**config.mk**
```make
export PLATFORM = sky130hd
export DESIGN_NAME = adc_burst_framer
export DESIGN_NICKNAME = d
export VERILOG_FILES = /design/src/rtl/adc_burst_framer.sv
export SDC_FILE = /design/constraint.sdc
export NUM_CORES = 1
export LEC_CHECK = 0
export ABC_AREA = 1
export CORE_ASPECT_RATIO = 2
export CORE_MARGIN = 2
export CORE_UTILIZATION = 54
export DETAILED_ROUTE_END_ITERATION = 8
export PLACE_DENSITY = 0.81
export SLEW_MARGIN = 20
export SYNTH_ARGS = -nofsm -noshare
export SYNTH_HDL_FRONTEND = slang
export SYNTH_SLANG_ARGS = --single-unit
```
**constraint.sdc**
```tcl
create_clock -name clk -period 4.5 [get_ports clk]
set_clock_uncertainty 0.2 [all_clocks]
set_input_delay 0.675 -clock clk [delete_from_list [all_inputs] [get_ports clk]]
set_output_delay 0.675 -clock clk [all_outputs]
set_load 0.02 [all_outputs]
```
**src/rtl/adc_burst_framer.sv**
```systemverilog
// adc_burst_framer: turns ADC sample groups plus fill/trigger pulses into
// 132-bit tagged bursts {tag, payload}. A fill is one waveform header per
// trigger, the data bursts of each waveform, a fill header trailer and a
// checksum burst. Output is a single registered slot with valid/ready.
module adc_burst_framer #(
    parameter int ADC_BITS  = 12,
    parameter int CSUM_MODE = 0,
    parameter int CNT_W     = 23
) (
    input  logic                        clk,
    input  logic                        rst,
    input  logic                        fill_start,
    input  logic                        fill_end,
    input  logic                        trig,
    input  logic [23:0]                 fill_num,
    input  logic [1:0]                  fill_type,
    input  logic [11:0]                 channel_tag,
    input  logic [13:0]                 num_bursts,
    input  logic [15:0]                 pre_trig,
    input  logic [3:0]                  xadc_alarms,
    input  logic [8*(ADC_BITS+1)-1:0]   din,
    input  logic                        din_valid,
    output logic                        din_ready,
    output logic [131:0]                dout,
    output logic                        dout_valid,
    input  logic                        dout_ready,
    output logic                        busy,
    output logic [7:0]                  trig_drop_cnt,
    output logic [15:0]                 ovr_cnt
);

    localparam int SW = ADC_BITS + 1;

    typedef enum logic [2:0] {
        S_IDLE,
        S_ARMED,
        S_WHDR,
        S_DATA,
        S_FHDR,
        S_CSUM
    } state_t;

    state_t             r_state;
    logic [131:0]       r_dout;
    logic               r_dout_valid;
    logic [23:0]        r_fill_num;
    logic [1:0]         r_fill_type;
    logic [11:0]        r_channel_tag;
    logic [13:0]        r_num_bursts;
    logic [15:0]        r_pre_trig;
    logic               r_pending;
    logic [13:0]        r_data_cnt;
    logic [CNT_W-1:0]   r_burst_cnt;
    logic [CNT_W-1:0]   r_wfm_cnt;
    logic [127:0]       r_csum;
    logic [7:0]         r_trig_drop;
    logic [15:0]        r_ovr_cnt;

    logic               w_load;
    logic               w_din_take;
    logic               w_pend_now;
    logic [127:0]       w_data_payload;
    logic [7:0]         w_ovr_bits;
    logic [3:0]         w_ovr_pop;
    logic [16:0]        w_ovr_sum;
    logic [CNT_W-1:0]   w_final_cnt;
    logic [22:0]        w_burst23;
    logic [22:0]        w_final23;
    logic [22:0]        w_wfm23;
    logic [127:0]       w_wfm_hdr;
    logic [127:0]       w_fill_hdr;
    logic               w_emit;
    logic [3:0]         w_emit_tag;
    logic [127:0]       w_emit_payload;
    logic [127:0]       w_csum_upd;

    // The output slot can take a new burst when empty or being drained this cycle.
    assign w_load      = !r_dout_valid || dout_ready;
    assign w_din_take  = (r_state == S_DATA) && w_load && din_valid;
    assign w_pend_now  = r_pending || fill_end;
    assign din_ready   = (r_state == S_DATA) && w_load;
    assign dout        = r_dout;
    assign dout_valid  = r_dout_valid;
    assign busy        = (r_state != S_IDLE);
    assign trig_drop_cnt = r_trig_drop;
    assign ovr_cnt     = r_ovr_cnt;

    // Unpack each sample slot {sample, ovr} and sign-extend the sample into its lane.
    genvar gi;
    generate
        for (gi = 0; gi < 8; gi++) begin : g_lane
            assign w_ovr_bits[gi] = din[gi*SW];
            assign w_data_payload[gi*16 +: 16] =
                {{(16-ADC_BITS){din[gi*SW + ADC_BITS]}}, din[gi*SW + 1 +: ADC_BITS]};
        end
    endgenerate

    // Number of overrange flags in the current group.
    always_comb begin
        w_ovr_pop = '0;
        for (int k = 0; k < 8; k++) begin
            w_ovr_pop = w_ovr_pop + {3'b000, w_ovr_bits[k]};
        end
    end

    assign w_ovr_sum   = {1'b0, r_ovr_cnt} + {13'd0, w_ovr_pop};
    // The trailer reports the count as it will stand after itself and the checksum.
    assign w_final_cnt = r_burst_cnt + CNT_W'(2);

    // Header count fields are 23 bits wide: zero-pad or truncate the counters.
    generate
        if (CNT_W >= 23) begin : g_cnt_trunc
            assign w_burst23 = r_burst_cnt[22:0];
            assign w_final23 = w_final_cnt[22:0];
            assign w_wfm23   = r_wfm_cnt[22:0];
        end else begin : g_cnt_pad
            assign w_burst23 = {{(23-CNT_W){1'b0}}, r_burst_cnt};
            assign w_final23 = {{(23-CNT_W){1'b0}}, w_final_cnt};
            assign w_wfm23   = {{(23-CNT_W){1'b0}}, r_wfm_cnt};
        end
    endgenerate

    // Waveform header and fill header payload layouts.
    always_comb begin
        w_wfm_hdr            = '0;
        w_wfm_hdr[13:0]      = r_num_bursts;
        w_wfm_hdr[25:14]     = r_pre_trig[11:0];
        w_wfm_hdr[51:26]     = {w_burst23, 3'd0};
        w_wfm_hdr[74:52]     = w_wfm23;
        w_wfm_hdr[109:98]    = r_channel_tag;
        w_wfm_hdr[113:110]   = xadc_alarms;
        w_wfm_hdr[127:126]   = 2'b01;

        w_fill_hdr           = '0;
        w_fill_hdr[23:0]     = r_fill_num;
        w_fill_hdr[25:24]    = r_fill_type;
        w_fill_hdr[26]       = 1'b1;
        w_fill_hdr[49:27]    = w_final23;
        w_fill_hdr[63:50]    = r_num_bursts;
        w_fill_hdr[75:64]    = r_pre_trig[11:0];
        w_fill_hdr[98:76]    = w_wfm23;
        w_fill_hdr[102:99]   = r_pre_trig[15:12];
        w_fill_hdr[121:110]  = r_channel_tag;
        w_fill_hdr[127:126]  = 2'b01;
    end

    // Select which burst (if any) the current state loads this cycle.
    always_comb begin
        w_emit         = 1'b0;
        w_emit_tag     = 4'd0;
        w_emit_payload = '0;
        case (r_state)
            S_WHDR: begin
                w_emit         = w_load;
                w_emit_tag     = 4'd2;
                w_emit_payload = w_wfm_hdr;
            end
            S_DATA: begin
                w_emit         = w_din_take;
                w_emit_tag     = 4'd3;
                w_emit_payload = w_data_payload;
            end
            S_FHDR: begin
                w_emit         = w_load;
                w_emit_tag     = 4'd1;
                w_emit_payload = w_fill_hdr;
            end
            S_CSUM: begin
                w_emit         = w_load;
                w_emit_tag     = 4'd4;
                w_emit_payload = r_csum;
            end
            default: begin
                w_emit         = 1'b0;
            end
        endcase
    end

    // Running checksum candidate: 128-bit XOR or four 32-bit lane sums.
    generate
        if (CSUM_MODE == 0) begin : g_csum_xor
            assign w_csum_upd = r_csum ^ w_emit_payload;
        end else begin : g_csum_sum
            for (gi = 0; gi < 4; gi++) begin : g_csum_lane
                assign w_csum_upd[gi*32 +: 32] = r_csum[gi*32 +: 32] + w_emit_payload[gi*32 +: 32];
            end
        end
    endgenerate

    // Sequencer, output slot, counters and checksum.
    always_ff @(posedge clk) begin
        if (rst) begin
            r_state       <= S_IDLE;
            r_dout        <= '0;
            r_dout_valid  <= 1'b0;
            r_fill_num    <= '0;
            r_fill_type   <= '0;
            r_channel_tag <= '0;
            r_num_bursts  <= '0;
            r_pre_trig    <= '0;
            r_pending     <= 1'b0;
            r_data_cnt    <= '0;
            r_burst_cnt   <= '0;
            r_wfm_cnt     <= '0;
            r_csum        <= '0;
            r_trig_drop   <= '0;
            r_ovr_cnt     <= '0;
        end else begin
            if (w_emit) begin
                r_dout       <= {w_emit_tag, w_emit_payload};
                r_dout_valid <= 1'b1;
                r_burst_cnt  <= r_burst_cnt + CNT_W'(1);
                if (r_state != S_CSUM) begin
                    r_csum <= w_csum_upd;
                end
            end else if (dout_ready) begin
                r_dout_valid <= 1'b0;
            end

            if (trig && (r_state != S_ARMED) && (r_trig_drop != 8'hFF)) begin
                r_trig_drop <= r_trig_drop + 8'd1;
            end

            case (r_state)
                S_IDLE: begin
                    if (fill_start) begin
                        r_fill_num    <= fill_num;
                        r_fill_type   <= fill_type;
                        r_channel_tag <= channel_tag;
                        r_csum        <= '0;
                        r_burst_cnt   <= '0;
                        r_wfm_cnt     <= '0;
                        r_ovr_cnt     <= '0;
                        r_trig_drop   <= '0;
                        r_pending     <= 1'b0;
                        r_state       <= S_ARMED;
                    end
                end
                S_ARMED: begin
                    if (trig) begin
                        r_num_bursts <= num_bursts;
                        r_pre_trig   <= pre_trig;
                        r_pending    <= w_pend_now;
                        r_state      <= S_WHDR;
                    end else if (fill_end) begin
                        r_state      <= S_FHDR;
                    end
                end
                S_WHDR: begin
                    if (fill_end) begin
                        r_pending <= 1'b1;
                    end
                    if (w_load) begin
                        r_wfm_cnt  <= r_wfm_cnt + CNT_W'(1);
                        r_data_cnt <= '0;
                        if (r_num_bursts == 14'd0) begin
                            r_state <= w_pend_now ? S_FHDR : S_ARMED;
                        end else begin
                            r_state <= S_DATA;
                        end
                    end
                end
                S_DATA: begin
                    if (fill_end) begin
                        r_pending <= 1'b1;
                    end
                    if (w_din_take) begin
                        r_ovr_cnt  <= w_ovr_sum[16] ? 16'hFFFF : w_ovr_sum[15:0];
                        r_data_cnt <= r_data_cnt + 14'd1;
                        if ((r_data_cnt + 14'd1) == r_num_bursts) begin
                            r_state <= w_pend_now ? S_FHDR : S_ARMED;
                        end
                    end
                end
                S_FHDR: begin
                    if (w_load) begin
                        r_pending <= 1'b0;
                        r_state   <= S_CSUM;
                    end
                end
                S_CSUM: begin
                    if (w_load) begin
                        r_state <= S_IDLE;
                    end
                end
                default: begin
                    r_state <= S_IDLE;
                end
            endcase
        end
    end

endmodule

```
## Yosys cells after proc, flatten, opt, wreduce, memory -nomap -nowiden

Index checks and enable logic that the tools add are counted.

- Register bits: 417
- Latch bits: 0
- Memory bits (writable): 0
- Memory bits (read-only): 0
- Input port bits: 183
- Output and inout bits: 159
- Word-level logic and storage cells: 112
- Memories kept: 0

- $add $sub $neg: 13
- Multiply operators: 0
- Div/mod/pow operators: 0
- Order comparisons: 0
- Equal/unequal tests: 18
- Shift-type cells: 0
- Muxes and demuxes: 41
- Bitwise gates (word level): 1
- Reduce and logical (&&, ||, !) cells: 24

Operator list:

| cell | count |
|---|---|
| $mux 128 | 4 |
| $pmux 128 s4 | 1 |
| $xor 128x128->128 | 1 |
| $mux 23 | 5 |
| $mux 16 | 3 |
| $add 23x1->23 const B | 2 |
| $pmux 23 s2 | 1 |
| $pmux 16 s2 | 1 |
| $mux 3 | 10 |
| $mux 14 | 2 |
| $pmux 14 s2 | 1 |
| $mux 8 | 3 |
| $add 23x2->23 const B | 1 |
| $pmux 3 s6 | 1 |
| $add 16x4->17 | 1 |
| $add 4x1->4 | 4 |
| $add 14x1->14 const B | 1 |
| $eq 14x14->1 | 1 |
| $logic_not 14->1 | 1 |
| $ne 2x2->1 const B | 6 |
| $pmux 3 s4 | 1 |
| $reduce_and 3->1 | 3 |
| $add 8x1->8 const B | 1 |
| $ne 8x8->1 const B | 1 |
| 24 further kinds | 41 |

## Logic depth before layout (Yosys ltp)

Gate-level depths: netlist of run 1.

- Depth after elaboration: 11
- Gate-level depth with buffers: 17

## Least setup slack after synthesis of run 1

OpenSTA, ideal clock, no wires.

- Path type: input port to flip-flop
- Start point: input port din[0]
- End point: register r_ovr_cnt[10], in the netlist ovr_cnt[10]
- Arrival time: 3894 ps
- Slack: 335 ps
- Stages: 15
- Path through: fa_1 inv_1 fa_1 fa_1 fa_1 inv_1 fa_1 a31oi_1 nor3_1 nand2_1 inv_1 nand3_1 inv_1 o21ai_0 a21oi_1

- Word-level cells in the longest chain between the ends: 11

Ends and longest elaborated chain:

| element | line | source |
|---|---|---|
| start, declared | 21 | `input logic [8*(ADC_BITS+1)-1:0] din,` |
| $add 1x1->2 | 102 | `w_ovr_pop = w_ovr_pop + {3'b000, w_ovr_bits[k]};` |
| $add 2x1->3 | 102 |  |
| $add 3x1->4 | 102 |  |
| $add 4x1->4 (4 in a row) | 102 |  |
| $add 16x4->17 | 106 | `assign w_ovr_sum = {1'b0, r_ovr_cnt} + {13'd0, w_ovr_pop};` |
| $mux 16 | 268 | `r_ovr_cnt <= w_ovr_sum[16] ? 16'hFFFF : w_ovr_sum[15:0];` |
| $mux 16 | 267 | `if (w_din_take) begin` |
| $pmux 16 s2 | 224 | `case (r_state)` |
| end signal, assigned | 268 |  |
| end, declared | 57 | `logic [15:0] r_ovr_cnt;` |

Every way passes these cells. The select of a mux whose other input is x is not followed.
A chain may end at the register's enable or synchronous reset.

## Final worst setup path of run 1

- Start point: input port din[0]
- End point: register r_ovr_cnt[8], in the netlist ovr_cnt[8]

The elaborated chain is that of the path after synthesis.

==> results of run 1 <==
placed cells by master, fill, tap and decap left out, drive strengths merged, types with 4 or more instances in the layout:
cell type and n:
xor2 19, a211oi 6, ha 15, fa 5, o211ai 11, a22oi 39
diode 10, nor4 5, buf 36, clkinv 5, inv 286, nor3 36
clkdlybuf4s50 339, dfxtp 416, clkbuf 57, a21oi 424, o21a 18, a31oi 32
nand3 114, or2 38, o22ai 27, nand2 598, o31ai 4, nor2 182
nand4 73, o221ai 33, a221oi 6, o21ai 246
worst min-delay path: cells and delay by family, from the launching register on:
family	cells	cell delay (ps)
buffers and inverters	1	50
DFF	1	310
AOI/OAI and AO/OA	1	50
final timing paths:
| path | start | to |
|---|---|---|
| setup / recovery | din[0] | ovr_cnt[8] |
| hold / removal | r_fill_num[14] | r_fill_num[14] |
| setup reg to reg | ovr_cnt[0] | ovr_cnt[8] |
| hold reg to reg | r_fill_num[14] | r_fill_num[14] |
stage by stage:
step                      hold slack [ps]  area, sq um
after floorplan                     222.7        19740
after global placement              234.0        23420
after detailed placement            246.9        23420
after CTS                           255.3        24690
after global routing                275.1        24720
final                               252.5        24720
registers in the layout, indices dropped and copies added, names as in the netlist:
register and cells:
dout 131, dout_valid 1, ovr_cnt 16, r_burst_cnt 23, r_channel_tag 12, r_csum 128, r_data_cnt 14, r_fill_num 24
r_fill_type 2, r_num_bursts 14, r_pending 1, r_pre_trig 16, r_state 3, r_wfm_cnt 23, trig_drop_cnt 8
cells by family (layout without fill, tap and decap cells):
kind of cell	count (synthesis)	in the layout
and+or+nand+nor	1050	1050
AOI/OAI and AO/OA	853	853
buffers and inverters	448	728
DFF	416	416
xor gates and xnor gates	22	22
adders and majority gates	20	20
other	1	11
power by group through the flow:
stage | Combinational, W | Clock [W] | Sequential, W
2_1_floorplan | 0.00189 | 0 | 0.00419
3_3_place_gp | 0.00298 | 0 | 0.00423
3_5_place_dp | 0.00302 | 0 | 0.00424
4_1_cts | 0.00303 | 0.00337 | 0.00416
5_1_grt | 0.00333 | 0.00351 | 0.00419
6_report | 0.00309 | 0.00334 | 0.00417
layout make-up:
type                            instances  area (sq um)
Clock buffer                           57          1154
Sequential cell                       416          8328
Fill cell                            3070         11570
Clock inverter                          9         110.1
Multi-Input combinational cell       1946          9714
Inverter                              287          1082
Tap cell                              454         568.0
Timing Repair Buffer                  375          3742
Antenna cell                           10         25.02
metal layers:
| metal | vias to the layer above | wire length [um] | part of all wire, % |
|---|---|---|---|
| met3 | 261 | 5335 | 7.5 |
| met5 | - | 0 | 0 |
| met4 | 0 | 5646 | 7.9 |
| li1 | 9987 | - | - |
| met2 | 1053 | 35660 | 50 |
| met1 | 9957 | 24920 | 35 |
==> qor.txt, run 1 <==
outcome -> finished, final reports clean
via count -> 21260
Period minus WS final -> 4246 ps
largest family of logic cells by synthesized area -> compound AO/OA/AOI/OAI gates
H-tree levels -> 2
share of flip-flops with an asynchronous set or reset after synthesis -> 0%
Nets -> 3267
class of the most critical hold timing path -> reg2reg
maximum clock frequency -> 235.5 MHz
starting density of the core -> 54.39%
wire length of the first global-routing pass -> 109.5 mm
clock insertion delay at the later pin of the skew report -> 530 ps
Worst Path Required -> 4670 ps
DRC -> 0
number of placed cells counting well taps -> 3478
adder and majority cell fraction of the synthesized area -> 1.458%
CTS resizes -> 0
worst setup margin -> 254.0 ps
kind of launch point of the worst setup path -> input port
number of instances in the synthesized netlist -> 2810
cell family with the largest share of critical-path delay -> adder cells
initial antenna violation count -> 8
top cells by area in the synthesized netlist -> sky130_fd_sc_hd__dfxtp_1, sky130_fd_sc_hd__nand2_1, sky130_fd_sc_hd__a21oi_1
cell leakage power -> 8.332 nW
share of the cycle needed by the critical path after routing -> 94.36%
Seq pwr share -> 39.3%
Yosys top cell area share -> 42.19%
most instantiated library cell after synthesis -> sky130_fd_sc_hd__nand2_1
final core occ -> 68.12%
area growth from synthesis to layout -> 25.25%
number of gates on the worst path with buffers counted -> 16
reg-to-reg setup timing slack -> 930 ps
slowest stage delay, CP -> 540 ps
share of the synthesized netlist area taken by xor and xnor gates -> 0.9761%
final slew viol count -> 0
transition time of the tightest slew-check pin -> 1127 ps
Sw Ratio -> 36.98%
dominant register cell in the synthesized netlist -> sky130_fd_sc_hd__dfxtp_1
combined area of all synthesized cells -> 19740 sq um
setup TNS after final layout -> 0 ps
Setup crit end kind -> flop
power density over the cells -> 428.6 nW/um^2
buffers inserted by post-CTS timing repair -> 0
Max Root-Sink Buffers -> 3
Logic pwr share -> 29.2%
met2 usage in global routing -> 62.63%
classification of the worst setup path -> in2reg
width of the die -> 139.2 um
multiplexer fraction of the synthesized cell area -> 0%
average via count per standard cell -> 5.981
count of buffer and inverter cells on the critical path -> 5
Post-Synth Simple-Gate Area -> 22.63%
worst reg2reg path depth -> 14
number of hold violations in the final report -> 0
post-detailed-routing wire length -> 71.56 mm
P_int -> 0.006679 W
cell taking the most area after synthesis -> sky130_fd_sc_hd__dfxtp_1
CP max stage cell -> sky130_fd_sc_hd__fa_1
GR Overflow Total -> 0
Commonest cells post-synth -> sky130_fd_sc_hd__nand2_1, sky130_fd_sc_hd__a21oi_1, sky130_fd_sc_hd__dfxtp_1
Slew HR -> 24.85%
synthesized netlist net count -> 3013
maximum ir drop on the vdd rail -> 441.3 uV
data arrival time of the critical path -> 4420 ps
largest fanout of any net on the critical path -> 8
GRT Max-Usage Layer -> met2
share of the yosys chip area belonging to registers -> 42.19%
cell breakdown of the critical path -> clkdlybuf4s50_1, fa_1, inv_1, fa_1, fa_1, fa_1, inv_1, fa_1, a31oi_2, nor3_2, nand2_1, inv_1, nand3_1, inv_1, o21ai_0, a21oi_1
port buffer count -> 340
Final Power -> 0.01060 W
height of the chip -> 274.4 um
Cell variety after synth -> 47
vias in the first global route -> 20350
flip-flop and latch count after synthesis -> 416
Post-Synthesis Mean Instance Area -> 7.025 sq um
clock tree from TritonCTS -> built
worst setup slack before clock tree synthesis -> -362.4 ps
Cell Rows -> 99
Floorplan Core Area -> 36290 sq um
Post-CTS Hold Fix Bufs -> 0
setup repair after global routing missed its margin -> no
ratio of cells with drive above 1 in the final layout -> 4.369%
Detailed Place HPWL -> 49.88 mm
warnings from Yosys -> 0
placer congestion estimate -> 0.9341
count of cells along the worst hold path -> 2
number of enable flip-flop cells after synthesis -> 0
CP dominant cell by count -> sky130_fd_sc_hd__fa_1
First DRT Iteration DRCs -> 1858
fraction of power consumed by the clock network -> 31.5%
count of antenna-violating nets left after detailed routing -> 0
pin count of the biggest net entering global routing -> 188
GR met3 Demand/Resource -> 5.606%
WL per Instance -> 20.14 um
Inserted Clock Buffers -> 38
setup-violating endpoint count in the final report -> 0
met1 global-route usage -> 38.98%
count of non-filler cells in the finished layout -> 3554
post-CTS clock slew at the launch and capture registers of the worst setup and hold paths -> 70 ps
total track usage -> 35.78%
iteration count of the initial detailed-routing pass -> 6
post-synthesis compound-gate area fraction -> 23.90%
Die Footprint -> 38190 sq um
boundary pin count -> 342
number of clock sinks seen by CTS -> 416
CTS Root Buffer Type -> sky130_fd_sc_hd__clkbuf_16
count of max-cap constraint violations -> 0
P_sw -> 0.003919 W
(Power assumes the default switching activity.)
==> inputs of run 2 (changes only) <==
--- a/config.mk
+++ b/config.mk
@@ -8,9 +8,8 @@
 export ABC_AREA = 1
 export CORE_ASPECT_RATIO = 2
 export CORE_MARGIN = 2
-export CORE_UTILIZATION = 54
+export CORE_UTILIZATION = 38
 export DETAILED_ROUTE_END_ITERATION = 8
-export PLACE_DENSITY = 0.81
 export SLEW_MARGIN = 20
 export SYNTH_ARGS = -nofsm -noshare
 export SYNTH_HDL_FRONTEND = slang
==> qor.txt, run 2 (synthesis gave the netlist of run 1 again) <==
min-delay src -> r_csum[39]
hold worst-path end -> r_csum[39]
placer congestion estimate -> 0.8761 (-6.2%)
port buffer count -> 340 (unchanged)
Period minus WS final -> 4222 ps (-24.29 ps)
maximum ir drop on the vdd rail -> 296.6 uV (-33%)
WL per Instance -> 20.19 um (+0.28%)
Die Footprint -> 53900 sq um (+41%)
area growth from synthesis to layout -> 27.32%
total area of multi-input combinational cells -> 9708 sq um (about the same)
H-tree levels -> 2 (unchanged)
iteration count of the initial detailed-routing pass -> 5 (-1)
Setup crit end kind -> flop
width of the die -> 165.2 um (+19%)
clock insertion delay at the later pin of the skew report -> 570 ps (+40 ps)
Max Root-Sink Buffers -> 3 (unchanged)
number of flip-flops in the largest register -> 131 (unchanged)
DRC -> 0 (unchanged)
final core occ -> 48.78% (-19 points)
boundary pin count -> 342 (unchanged)
count of antenna-violating nets left after detailed routing -> 0 (unchanged)
ratio of cells with drive above 1 in the final layout -> 4.789% (+0.42 points)
startpoint of the worst-slack reg-to-reg timing path -> ovr_cnt[0]
commonest non-fill, non-tap cell in the layout -> sky130_fd_sc_hd__nand2_1
Worst Path Required -> 4680 ps (about the same)
worst setup margin -> 278.3 ps (+24.29 ps)
number of hold violations in the final report -> 0 (unchanged)
buffers inserted by post-CTS timing repair -> 0 (unchanged)
setup TNS after final layout -> 0 ps (unchanged)
outcome -> finished, final reports clean
Nets -> 3283 (+0.49%)
CTS Root Buffer Type -> sky130_fd_sc_hd__clkbuf_16
classification of the worst setup path -> in2reg
kind of launch point of the worst setup path -> input port
endpoint of the worst register-to-register path -> ovr_cnt[2]
power density over the cells -> 433.3 nW/um^2 (+1.1%)
setup-violating endpoint count in the final report -> 0 (unchanged)
number of clock sinks seen by CTS -> 416 (unchanged)
top library cells by usage in the layout, fill and taps aside -> sky130_fd_sc_hd__nand2_1, sky130_fd_sc_hd__a21oi_1, sky130_fd_sc_hd__dfxtp_1
maximum clock frequency -> 236.9 MHz (+0.58%)
class of the most critical hold timing path -> reg2reg
wire length of the first global-routing pass -> 115.2 mm (+5.2%)
final slew viol count -> 0 (unchanged)
height of the chip -> 326.3 um (+19%)
count of max-cap constraint violations -> 0 (unchanged)
Detailed Place HPWL -> 54.26 mm (+8.8%)
transition time of the tightest slew-check pin -> 981.8 ps (-145.4 ps)
First DRT Iteration DRCs -> 1369 (-26%)
pin count of the biggest net entering global routing -> 101 (-46%)
initial antenna violation count -> 9 (+1)
reg-to-reg setup timing slack -> 940 ps (about the same)
cell leakage power -> 8.432 nW (+1.2%)
worst setup slack before clock tree synthesis -> -385.0 ps (-22.54 ps)
total track usage -> 27.50% (-8.3 points)
count of cells along the worst hold path -> 1 (-1)
post-detailed-routing wire length -> 76.33 mm (+6.7%)
via count -> 20820 (-2.1%)
Slew HR -> 34.55% (+9.7 points)
post-CTS clock slew at the launch and capture registers of the worst setup and hold paths -> 60 ps (about the same)
data arrival time of the critical path -> 4400 ps (-20 ps)
share of the cycle needed by the critical path after routing -> 93.82% (-0.54 points)
Inserted Clock Buffers -> 42 (+11%)
average via count per standard cell -> 5.507 (-7.9%)
total of fill cells in the finished design -> 5197 (+69%)
setup repair after global routing missed its margin -> no
Floorplan Core Area -> 51530 sq um (+42%)
starting density of the core -> 38.31% (-16 points)
area taken by flip-flops and latches -> 8328 sq um (unchanged)
largest fanout of any net on the critical path -> 8 (unchanged)
clock tree from TritonCTS -> built
worst reg2reg path depth -> 14 (unchanged)
Cell Rows -> 118 (+19%)
GR Overflow Total -> 0 (unchanged)
vias in the first global route -> 20170 (-0.86%)
==> run 2: routing by layer <==
| metal | GRT usage, % | wire length [um] | vias to the layer above |
|---|---|---|---|
| li1 | - | - | 10040 |
| met1 | 30.45 | 28620 | 9925 |
| met2 | 49.61 | 39010 | 691 |
| met3 | 4.774 | 4889 | 162 |
| met4 | 13.78 | 3800 | 2 |
| met5 | 0 | 14 | - |
==> run 2: final cells by class <==
type	instances	share of cell area, %
clock buffer	67	5.078
antenna	9	0.08961
multi-input combinational	1946	38.63
inverter	287	4.311
timing repair buffer	387	15.25
tap	660	3.286
clock inverter	8	0.2290
sequential	416	33.13
==> run 2: power breakdown <==
part	switching [W]	total [W]	internal, W
registers	0.000220	0.00417	0.00395
clock network	0.00156	0.00351	0.00195
logic	0.00233	0.00322	0.000887
==> run 2: through the flow <==
stage	hold slack [ps]	cell area (sq um)	instances	total power [W]
3_5_place_dp	243.4	23770	3696	0.007460
5_1_grt	265.6	25130	3778	0.01138
3_3_place_gp	232.9	23770	3696	0.007439
2_1_floorplan	222.7	19740	2810	0.006074
6_report	253.4	25130	3780	0.01089
4_1_cts	252.0	25110	3771	0.01098
==> run 2: timing repair <==
item / 4_1_cts / 5_1_grt
setup endpoints to repair: 0 / 3
gates resized for setup: 0 / 1
hold buffers: 0 / 0
endpoints found under the hold margin: 0 / 0
==> run 2: critical path: stages <==
cell and delay (ps):
sky130_fd_sc_hd__clkdlybuf4s50_1 440, sky130_fd_sc_hd__fa_1 540, sky130_fd_sc_hd__inv_1 50, sky130_fd_sc_hd__fa_1 440, sky130_fd_sc_hd__fa_1 530, sky130_fd_sc_hd__fa_1 180, sky130_fd_sc_hd__inv_1 70, sky130_fd_sc_hd__fa_1 390
sky130_fd_sc_hd__a31oi_1 310, sky130_fd_sc_hd__nor3_2 80, sky130_fd_sc_hd__nand2_1 120, sky130_fd_sc_hd__inv_1 50, sky130_fd_sc_hd__nand3_1 80, sky130_fd_sc_hd__inv_1 140, sky130_fd_sc_hd__o21ai_0 200, sky130_fd_sc_hd__a21oi_1 110
==> run 2: how the worst max path moves through the flow <==
stage,start,endpoint,depth (start not counted)
floorplan,din[0],ovr_cnt[10],15
global placement,din[0],ovr_cnt[15],17
detailed placement,din[0],ovr_cnt[15],17
CTS,din[0],ovr_cnt[10],16
global route,din[0],ovr_cnt[13],17
finish,din[0],ovr_cnt[2],16
==> inputs of run 3 (changes only) <==
--- a/config.mk
+++ b/config.mk
@@ -6,6 +6,7 @@
 export NUM_CORES = 1
 export LEC_CHECK = 0
 export ABC_AREA = 1
+export ABC_CLOCK_PERIOD_IN_PS = 4500
 export CORE_ASPECT_RATIO = 2
 export CORE_MARGIN = 2
 export CORE_UTILIZATION = 38
==> results of run 3 <==
Final layout, timing and power as in run 2 (identical DEF).
